==> src/rtl/fifo_ser_pkg.sv <==
// Shared types and helpers for the FIFO word serializer.
package fifo_ser_pkg;

    typedef enum logic [1:0] {IDLE, READ, LOAD, SEND} ser_state_t;

    // Beat index width; a single-beat word still needs a 1-bit index.
    function automatic int unsigned idx_width(input int unsigned nbeats);
        return (nbeats > 1) ? $clog2(nbeats) : 1;
    endfunction

endpackage

==> src/rtl/ser_shift_reg.sv <==
// Word holding register that presents the current beat in its low OUT_WIDTH bits.
module ser_shift_reg #(
    parameter int unsigned WIDTH     = 32,
    parameter int unsigned OUT_WIDTH = 8
) (
    input  logic                 clk,
    input  logic                 rst_n,
    input  logic                 load,
    input  logic                 shift,
    input  logic [WIDTH-1:0]     din,
    output logic [OUT_WIDTH-1:0] dout
);

    logic [WIDTH-1:0] data_q;

    // Shifting right keeps slice[index] at the bottom, so dout comes straight off flops.
    always_ff @(posedge clk or negedge rst_n) begin
        if (!rst_n) begin
            data_q <= '0;
        end else if (load) begin
            data_q <= din;
        end else if (shift) begin
            data_q <= data_q >> OUT_WIDTH;
        end
    end

    assign dout = data_q[OUT_WIDTH-1:0];

endmodule

==> src/rtl/fifo_word_serializer.sv <==
// Drains a synchronous FIFO and emits each word as LSB-first narrow beats on a valid/ready stream.
module fifo_word_serializer
    import fifo_ser_pkg::*;
#(
    parameter int unsigned WIDTH     = 32,
    parameter int unsigned OUT_WIDTH = 8,
    parameter int unsigned CNT_W     = 16
) (
    input  logic                 clk,
    input  logic                 rst_n,
    input  logic                 en,
    input  logic                 fifo_empty,
    input  logic [WIDTH-1:0]     fifo_rdata,
    output logic                 fifo_cs,
    output logic                 fifo_rd_en,
    output logic [OUT_WIDTH-1:0] m_data,
    output logic                 m_valid,
    input  logic                 m_ready,
    output logic                 m_last,
    output logic                 busy,
    output logic [CNT_W-1:0]     words_sent
);

    localparam int unsigned NBEATS = WIDTH / OUT_WIDTH;
    localparam int unsigned IDX_W  = idx_width(NBEATS);
    localparam logic [IDX_W-1:0] LAST_IDX = IDX_W'(NBEATS - 1);

    if (WIDTH % OUT_WIDTH != 0) begin : g_bad_width
        $error("fifo_word_serializer: WIDTH must be a multiple of OUT_WIDTH");
    end

    ser_state_t       state_q, state_d;
    logic [IDX_W-1:0] idx_q, idx_d;
    logic [CNT_W-1:0] words_q, words_d;
    logic             rd_en_q, rd_en_d;
    logic             valid_q, valid_d;
    logic             last_q, last_d;
    logic             busy_q;
    logic             load, shift;

    always_ff @(posedge clk or negedge rst_n) begin
        if (!rst_n) begin
            state_q <= IDLE;
            idx_q   <= '0;
            words_q <= '0;
            rd_en_q <= 1'b0;
            valid_q <= 1'b0;
            last_q  <= 1'b0;
            busy_q  <= 1'b0;
        end else begin
            state_q <= state_d;
            idx_q   <= idx_d;
            words_q <= words_d;
            rd_en_q <= rd_en_d;
            valid_q <= valid_d;
            last_q  <= last_d;
            busy_q  <= (state_d != IDLE);
        end
    end

    always_comb begin
        state_d = state_q;
        idx_d   = idx_q;
        words_d = words_q;
        rd_en_d = 1'b0;
        valid_d = valid_q;
        last_d  = last_q;
        load    = 1'b0;
        shift   = 1'b0;
        unique case (state_q)
            IDLE: begin
                if (en && !fifo_empty) begin
                    state_d = READ;
                    rd_en_d = 1'b1;
                end
            end
            READ: state_d = LOAD;
            LOAD: begin
                load    = 1'b1;
                idx_d   = '0;
                valid_d = 1'b1;
                last_d  = (NBEATS == 1);
                state_d = SEND;
            end
            SEND: begin
                // valid_q is always high here, so m_ready alone completes the beat.
                if (m_ready) begin
                    if (idx_q == LAST_IDX) begin
                        words_d = words_q + CNT_W'(1);
                        valid_d = 1'b0;
                        last_d  = 1'b0;
                        if (en && !fifo_empty) begin
                            state_d = READ;
                            rd_en_d = 1'b1;
                        end else begin
                            state_d = IDLE;
                        end
                    end else begin
                        idx_d  = idx_q + IDX_W'(1);
                        shift  = 1'b1;
                        last_d = ((idx_q + IDX_W'(1)) == LAST_IDX);
                    end
                end
            end
            default: state_d = IDLE;
        endcase
    end

    ser_shift_reg #(
        .WIDTH     (WIDTH),
        .OUT_WIDTH (OUT_WIDTH)
    ) u_shift (
        .clk   (clk),
        .rst_n (rst_n),
        .load  (load),
        .shift (shift),
        .din   (fifo_rdata),
        .dout  (m_data)
    );

    assign fifo_cs    = rd_en_q;
    assign fifo_rd_en = rd_en_q;
    assign m_valid    = valid_q;
    assign m_last     = last_q;
    assign busy       = busy_q;
    assign words_sent = words_q;

endmodule

==> config.mk <==
export PLATFORM = sky130hd
export DESIGN_NAME = fifo_word_serializer
export DESIGN_NICKNAME = d
export VERILOG_FILES = /design/src/rtl/fifo_ser_pkg.sv /design/src/rtl/ser_shift_reg.sv /design/src/rtl/fifo_word_serializer.sv
export SDC_FILE = /design/constraint.sdc
export NUM_CORES = 1
export LEC_CHECK = 0
export BUFFER_PORTS_ARGS = -buffer_cell sky130_fd_sc_hd__buf_2
export CORE_MARGIN = 2
export CORE_UTILIZATION = 40
export CTS_CLUSTER_DIAMETER = 60
export DETAILED_ROUTE_END_ITERATION = 10
export HOLD_SLACK_MARGIN = 0.12
export PLACE_DENSITY = 0.71
export SYNTH_ARGS = -nofsm -noshare
export SYNTH_HDL_FRONTEND = slang
export SYNTH_SLANG_ARGS = --single-unit
==> constraint.sdc <==
create_clock -name clk -period 2.4 [get_ports clk]
set_clock_uncertainty 0.2 [all_clocks]
set_input_delay 0.12 -clock clk [delete_from_list [all_inputs] [get_ports clk]]
set_output_delay 0.12 -clock clk [all_outputs]
set_load 0.01 [all_outputs]
After elaboration in Yosys (flattened, before gate mapping) --
Cells that the tools add are included.
Storage, ports and cells: flip-flop bits (word level) 56, output and inout bits 29, word-level logic and storage cells 52
Cells by class: add/sub/neg operators 2, equality and inequality tests 8, mux-type cells 24, reduce and logical (&&, ||, !) cells 10
Operators with widths (count):
- 32-bit 2-to-1 mux | 2
- 16-bit by 1-bit adder with 16-bit output, second input constant | 1
- 1-bit 2-to-1 mux | 12
- 2-bit 2-to-1 mux | 5
- 3-bit AND reduction | 3
- 2-bit == test, second input constant | 4
- 2-bit one-hot mux with 4 select lines | 1
- 2-bit != test, second input constant | 3
- 1-bit one-hot mux with 2 select lines | 3
- 2-bit nonzero test | 3
- 2-bit one-hot mux with 2 select lines | 1
- 2-bit by 1-bit adder with 2-bit output, second input constant | 1
- 2-bit by 1-bit == test with 1-bit output, second input constant | 1
- 2-bit zero test | 1
- 2-bit AND reduction | 1
- 1-bit logical AND | 1
- 1-bit zero test | 1

Logic depth before layout (Yosys ltp) --
Gate-level depths: netlist of the first run.
depth in word-level cells 7, gate-level depth with buffers 6, mapped depth without buffers 6

By module --
A second synthesis of the first run with hierarchy kept.
Unflattened totals: cell total of the unflattened synthesis 263, area, all modules 2790.2 sq um
By module, submodules not included:
- ser_shift_reg | instances 1, cells each 147, area each 1571.5 sq um, sequential area each 800.8 sq um
- fifo_word_serializer | instances 1, cells each 116, area each 1218.7 sq um, sequential area each 600.6 sq um

Worst setup path before layout of the first run --
No wires, ideal clock.
kind register -> register, from reg state_q[0], to reg words_q[12] (netlist: words_sent[12]), setup time 0.125 ns, arrival time 1.377 ns, data required time 2.075 ns, path slack 0.698 ns, cell stages (with the launch flop) 6, path through dfrtp_1 > ha_1 > nand4_2 > nor4_4 > nand3_1 > xnor2_1
Between the ends: cells in the longest elaborated chain, start to end 2
RTL lines:
- start, declared | RTL line fifo_word_serializer.sv:32 | ser_state_t state_q, state_d;
- start signal, assigned | RTL line fifo_word_serializer.sv:51 | state_q <= state_d;
- 2-bit == test | RTL line fifo_word_serializer.sv:70 | unique case (state_q)
- 3-bit AND reduction (no source line)
- end signal, assigned | RTL line fifo_word_serializer.sv:53 | words_q <= words_d;
- end, declared | RTL line fifo_word_serializer.sv:34 | logic [CNT_W-1:0] words_q, words_d;
Every way passes these cells. A chain may end at the register's enable or synchronous reset.

Final worst setup path of the first run --
from in en, to reg rd_en_q (netlist: fifo_cs)
Between the ends: cells in the longest elaborated chain, start to end 5
RTL lines:
- start, declared | RTL line fifo_word_serializer.sv:11 | input logic en,
- 1-bit logical AND (*) | RTL line fifo_word_serializer.sv:72, fifo_word_serializer.sv:92
- 1-bit 2-to-1 mux (*) | RTL line fifo_word_serializer.sv:72, fifo_word_serializer.sv:92
- 1-bit 2-to-1 mux | RTL line fifo_word_serializer.sv:88 | if (idx_q == LAST_IDX) begin
- 1-bit 2-to-1 mux | RTL line fifo_word_serializer.sv:87 | if (m_ready) begin
- 1-bit one-hot mux with 2 select lines (*) | RTL line fifo_word_serializer.sv:70
- net rd_en_d | RTL line fifo_word_serializer.sv:35 | logic rd_en_q, rd_en_d;
- end signal, assigned | RTL line fifo_word_serializer.sv:54 | rd_en_q <= rd_en_d;
- end, declared | RTL line fifo_word_serializer.sv:35
Mark *: on every way through the listed nets, which the timed path passes. The rest lies on a longest branch.

==> flow_summary.toml, run 1 <==
[setup_path]
r2r_start = "state_q[0]"
crit_start = "en"
required_ps = 2440
crit_arrival_ps = 2190
crit_chain = "dlygate4sd3_1, buf_2, nand2b_1, dlygate4sd3_1, nor3_1, dlygate4sd3_1"
critPathSlowestCell = "dlygate4sd3_1"
critPathMaxFanout = 5
critPathKind = "in -> reg"
end_kind = "register"
cp_slowest_stage_delay_ps = 610
critPathMostFrequentCell = "dlygate4sd3_1"
cp-start-kind = "input port"

[clock_tree]
cts_resized = 0
clk_pin_slew_ps = 90
htreeDepth = 2
cts_tree = "done"
clkLatencyLatePin_ps = 300
cts-root-buf = "clkbuf_8"
cts_buffers = 5
cts.sinks = 56
cts_max_path_buffers = 2
post-cts-setup-buffers = 0

[cells_and_area]
final_cells = 434
fin_area_um2 = 3515
syn2layout_area_growth_pct = 30.47
diodes = 0
fillCellCount = 565
layout-drive-gt1-share = 0.2325
utilization = 0.5472
nets = 401

[logic_synthesis]
synth-simple-area-share = 0.1570
synth_xor_area_frac = 0.04877
synthCells = 264
ys_seq_area_frac = 0.5202
yosysWarnings = 0
synth-adder-area-share = 0.03716
synth_fp_nets = 309
avgSynthCellArea_um2 = 10.20
synth_mux_area_frac = 0.09754
synth_cell_type_count = 31
syn_area_um2 = 2694
synth-compound-area-share = 0.08964
synth_seq_cells = 56
synth_top_family_by_area = "simple AND/OR/NAND/NOR gates"

[sta]
rsz0062_at_grt = "false"
slew_headroom = 0.5837
finalSetupTns_ps = 0
worst_pin_slew_ps = 624.5
fin_ws_ps = 256.0
finalHoldWorstSlack_ps = 151.4
finalMaxSlewViolations = 0
period_needed_ps = 2144
fmax_mhz = 466.4
finalSetupViolations = 0
fin_crit_sh = 0.8933
timing_hold_violations_final = 0

[run_status]
status = "complete, no violations"

[global_routing]
first_global_vias = 2111
track_usage = 0.1631
grt_max_degree = 65
grt_overflow = 0
antenna_found_initial = 0
grt_pass1_wl_um = 9680

[power]
p_leak_nw = 1.831
seq_power_share = 0.456
clkPwrFrac = 0.163
p_switching_mw = 1.217
ir_drop_v = 0.0004203
power_density_nw_per_um2 = 931.8
power.total_mw = 3.275
internal_power_mw = 2.058
switching_share = 0.3717
combPwrFrac = 0.382

[die]
pin_count = 66
core.rowCount = 29
initial_core_util = 0.4194
die-area_um2 = 7407
die_h_um = 86.07
core-area_um2 = 6422
die_x_um = 86.07

[place]
dp_cells = 389
dpl_worst_slack_ps = 543.1
placed_area_um2 = 3050
gp_congestion = 0.8947
io_buffers = 65
hpwl_um = 3802

[route]
avgRoutedWirePerCell_um = 12.97
avgViaCountPerCell = 4.929
drc = 0
ant_nets = 0
drt_iter0_drc = 104
via_count = 2139
wl_um = 5630
firstDrtPassIters = 4

[min_path]
hp-start = "fifo_empty"
worstHoldPathType = "in -> reg"

[run]
drv_cap = 0
## worst paths after layout
check	slack, ps	to	cells after the start
max	260	fifo_cs	6
min	150	state_q[1]	4
max reg2reg	420	fifo_cs	5
min reg2reg	280	words_sent[15]	1
max in group asynchronous	1260	words_sent[3]	3
min in group asynchronous	160	u_shift.data_q[0]	2
## worst max-delay path, delay by kind of cell
family | cells | cell delay [ps]
buf+inv | 4 | 1790
simple gates | 2 | 280
## final cells by class
type                            instances  area [um^2]  share of cell area
Clock buffer                            7        86.33             0.02456
Clock inverter                          1        7.507            0.002136
Inverter                                3        11.26            0.003204
Multi-Input combinational cell        184         1161              0.3304
Sequential cell                        56         1401              0.3987
Tap cell                               77        96.34             0.02741
Timing Repair Buffer                  106        750.7              0.2136
## repair_timing
item                                    in CTS  in global routing
hold endpoints to repair                    96                  0
endpoints found under the setup margin       0                  0
hold buffers                                37                  0
## registers in the layout, indices dropped and copies added, names as in the netlist
register        count
m_valid             1
m_last              1
busy                1
words_sent         16
state_q             2
fifo_cs             1
u_shift.data_q     32
idx_q               2
## synth_stat cells
cell type	number	area (um^2)
a211oi_1	1	7.510
a21oi_1	5	25.02
a22o_1	2	17.52
a31oi_1	2	12.51
and2_1	1	6.260
and3_1	1	6.260
and4_1	1	8.760
buf_2	2	10.01
buf_4	11	82.58
clkbuf_1	8	30.03
dfrtp_1	56	1401
ha_1	8	100.1
inv_1	3	11.26
mux2_2	2	22.52
mux2i_1	24	240.2
nand2_1	54	202.7
nand2b_1	3	18.77
nand3_1	10	50.05
nand3b_1	1	7.510
nand3b_2	1	11.26
nand4_1	3	18.77
nand4_2	1	12.51
nor2_1	10	37.54
nor3_1	1	5.000
nor3_2	1	10.01
nor4_4	1	21.27
o21ai_0	34	170.2
o221ai_1	1	8.760
or2_1	1	6.260
xnor2_1	10	87.58
xor2_1	5	43.79
## layout by cell type (no fill, tap or decap), types with 2 or more instances in the layout
| master | count |
|---|---|
| buf_2 | 65 |
| dfrtp_1 | 56 |
| nand2_1 | 54 |
| dlygate4sd3_1 | 37 |
| o21ai_0 | 34 |
| mux2i_1 | 24 |
| nor2_1 | 10 |
| nand3_1 | 10 |
| xnor2_1 | 10 |
| ha_1 | 7 |
| clkbuf_8 | 6 |
| a21oi_1 | 5 |
| xor2_1 | 5 |
| inv_1 | 3 |
| nand2b_1 | 3 |
| nand4_1 | 3 |
| a31oi_1 | 2 |
| mux2_2 | 2 |
| a22o_1 | 2 |
| buf_4 | 2 |
| buf_12 | 2 |
## power by group through the flow
| stage | Combinational (mW) | Clock [mW] | Sequential (mW) |
|---|---|---|---|
| after floorplan | 0.971 | 0 | 1.46 |
| after global placement | 1.18 | 0 | 1.50 |
| after detailed placement | 1.20 | 0 | 1.51 |
| after CTS | 1.26 | 0.546 | 1.49 |
| after global routing | 1.44 | 0.586 | 1.54 |
| final | 1.25 | 0.533 | 1.49 |
## logic make-up after synthesis
group,Yosys count
simple gates,90
flops,56
compound gates,45
mux,26
buf+inv,24
xor+xnor,15
fa+ha+maj,8
## per-layer routing
metal	routed length, um	global-route usage
met1	2715	0.2212
met2	2568	0.2600
met3	256	0.03657
met4	89	0.05195
met5	0	0
(Power assumes the default switching activity.)
==> run 2, diff against run 1 <==
--- a/config.mk
+++ b/config.mk
@@ -11,7 +11,7 @@
 export CTS_CLUSTER_DIAMETER = 60
 export DETAILED_ROUTE_END_ITERATION = 10
 export HOLD_SLACK_MARGIN = 0.12
-export PLACE_DENSITY = 0.71
+export PLACE_DENSITY = 0.73
 export SYNTH_ARGS = -nofsm -noshare
 export SYNTH_HDL_FRONTEND = slang
 export SYNTH_SLANG_ARGS = --single-unit
==> constraint.sdc (replaced) <==
create_clock -name clk -period 1.9 [get_ports clk]
set_clock_uncertainty 0.2 [all_clocks]
set_input_delay 0.095 -clock clk [delete_from_list [all_inputs] [get_ports clk]]
set_output_delay 0.095 -clock clk [all_outputs]
set_load 0.01 [all_outputs]
==> run 2 against run 1 <==
Clock power is 54% higher; critical path depth is 1 higher; final area is 2.3% higher; critical path type unchanged; combinational power is 34% higher; worst hold slack better by 140 ps; highest routed layer unchanged; first-iteration DRC count is 13% higher; non-clock buffer count is 3 higher.
==> flow_summary.toml, run 2 (synthesis results as in run 1) <==
[die]
initial_core_util = 0.4194
die-area_um2 = 7407
core-area_um2 = 6422
pin_count = 66
die_h_um = 86.07
die_x_um = 86.07
core.rowCount = 29

[clock_tree]
cts_buffers = 5
clkLatencyLatePin_ps = 310
cts.sinks = 56
cts_tree = "done"
cts-root-buf = "clkbuf_8"
cts_max_path_buffers = 2
htreeDepth = 2
clk_pin_slew_ps = 100
post-cts-setup-buffers = 0

[place]
io_buffers = 65
gp_congestion = 0.8348
hpwl_um = 3805
dp_cells = 391

[route]
via_count = 2169
drc = 0
firstDrtPassIters = 4
ant_nets = 0
avgViaCountPerCell = 4.963
wl_um = 5923
avgRoutedWirePerCell_um = 13.55
drt_iter0_drc = 118

[power]
p_leak_nw = 1.861
clkPwrFrac = 0.188
ir_drop_v = 0.0006462
switching_share = 0.3603
seq_power_share = 0.430
power_density_nw_per_um2 = 1215
internal_power_mw = 2.794
combPwrFrac = 0.382
p_switching_mw = 1.574

[global_routing]
grt_max_degree = 65
first_global_vias = 2114
grt_pass1_wl_um = 10120
track_usage = 0.1735
grt_overflow = 0
antenna_found_initial = 0

[setup_path]
path_buf_inv = 3
end_kind = "register"
required_ps = 1940
cp-start-kind = "input port"
cp_slowest_stage_delay_ps = 620
critPathMostFrequentCell = "dlygate4sd3_1"
critPathMaxFanout = 3
crit_start = "fifo_empty"
crit_arrival_ps = 1800
crit_chain = "dlygate4sd3_1, buf_2, nand2b_1, dlygate4sd3_1, nand3_1, nand2_1, a21oi_1"
r2r_start = "state_q[1]"
critPathSlowestCell = "dlygate4sd3_1"
critPathKind = "in -> reg"
cp_top_family = "buffers and inverters"

[sta]
rsz0062_at_grt = "false"
slew_headroom = 0.7988
timing_hold_violations_final = 0
fin_crit_sh = 0.9261
period_needed_ps = 1760
finalMaxSlewViolations = 0
worst_pin_slew_ps = 300.7
fmax_mhz = 568.3
finalSetupViolations = 0
finalSetupTns_ps = 0

[cells_and_area]
diodes = 0
layout_commonest_cell = "buf_2"
largest_reg_flops = 32
layout-drive-gt1-share = 0.2444
syn2layout_area_growth_pct = 33.44
layout_common_cells = "buf_2 (65), dfrtp_1 (56), nand2_1 (54)"
largest_register = "u_shift.data_q"
nets = 404
final_cells = 437

[min_path]
hp-start = "words_sent[15]"
worstHoldPathType = "reg -> reg"

[run]
drv_cap = 0

[run_status]
status = "complete, no violations"
[run 2: power groups by stage]
stage / registers [mW] / clock network [mW] / logic, mW
6_report: 1.88 / 0.821 / 1.67
3_5_place_dp: 1.90 / 0 / 1.60
2_1_floorplan: 1.84 / 0 / 1.23
5_1_grt: 1.93 / 0.902 / 1.91
4_1_cts: 1.87 / 0.846 / 1.67
3_3_place_gp: 1.87 / 0 / 1.55
[run 2: metal layers]
layer / vias up / global-route usage / part of all wire
li1: 1075 / - / -
met1: 1027 / 0.2305 / 0.44
met2: 59 / 0.2826 / 0.51
met3: 8 / 0.03465 / 0.041
met4: 0 / 0.06061 / 0.016
met5: - / 0 / 0
[run 2: layout make-up]
class	instances	area, um^2
Multi-Input combinational cell	184	1176
Inverter	3	11.26
Sequential cell	56	1401
Clock buffer	6	82.58
Clock inverter	2	38.79
Tap cell	77	96.34
Timing Repair Buffer	109	788.3
Fill cell	534	2828
[run 2: through the flow]
step	setup WS (ps)	utilization	cell area, um^2	total power, mW	hold slack, ps
2_1_floorplan	198.1	-	2694	3.068	-400.6
3_3_place_gp	157.4	0.4793	3078	3.424	-85.48
3_5_place_dp	81.99	0.4793	3078	3.495	-84.89
4_1_cts	48.41	0.5574	3580	4.386	302.2
5_1_grt	5.564	0.5597	3595	4.740	312.4
6_report	140.4	0.5597	3595	4.368	288.6
[run 2: final timing paths]
path / endpoint / slack, ps / cells past startpoint
worst min register to register: words_sent[15] / 290 / 1
max in group asynchronous: u_shift.data_q[9] / 500 / 4
worst min-delay path: words_sent[15] / 290 / 1
min in group asynchronous: u_shift.data_q[22] / 750 / 4
worst max-delay path: state_q[0] / 140 / 7
worst max register to register: words_sent[12] / 140 / 5
[run 2: timing repair]
item | in CTS | in global routing
hold buffers | 38 | 0
hold endpoints to repair | 96 | 0
resized for setup | 0 | 3
setup endpoints to repair | 0 | 7
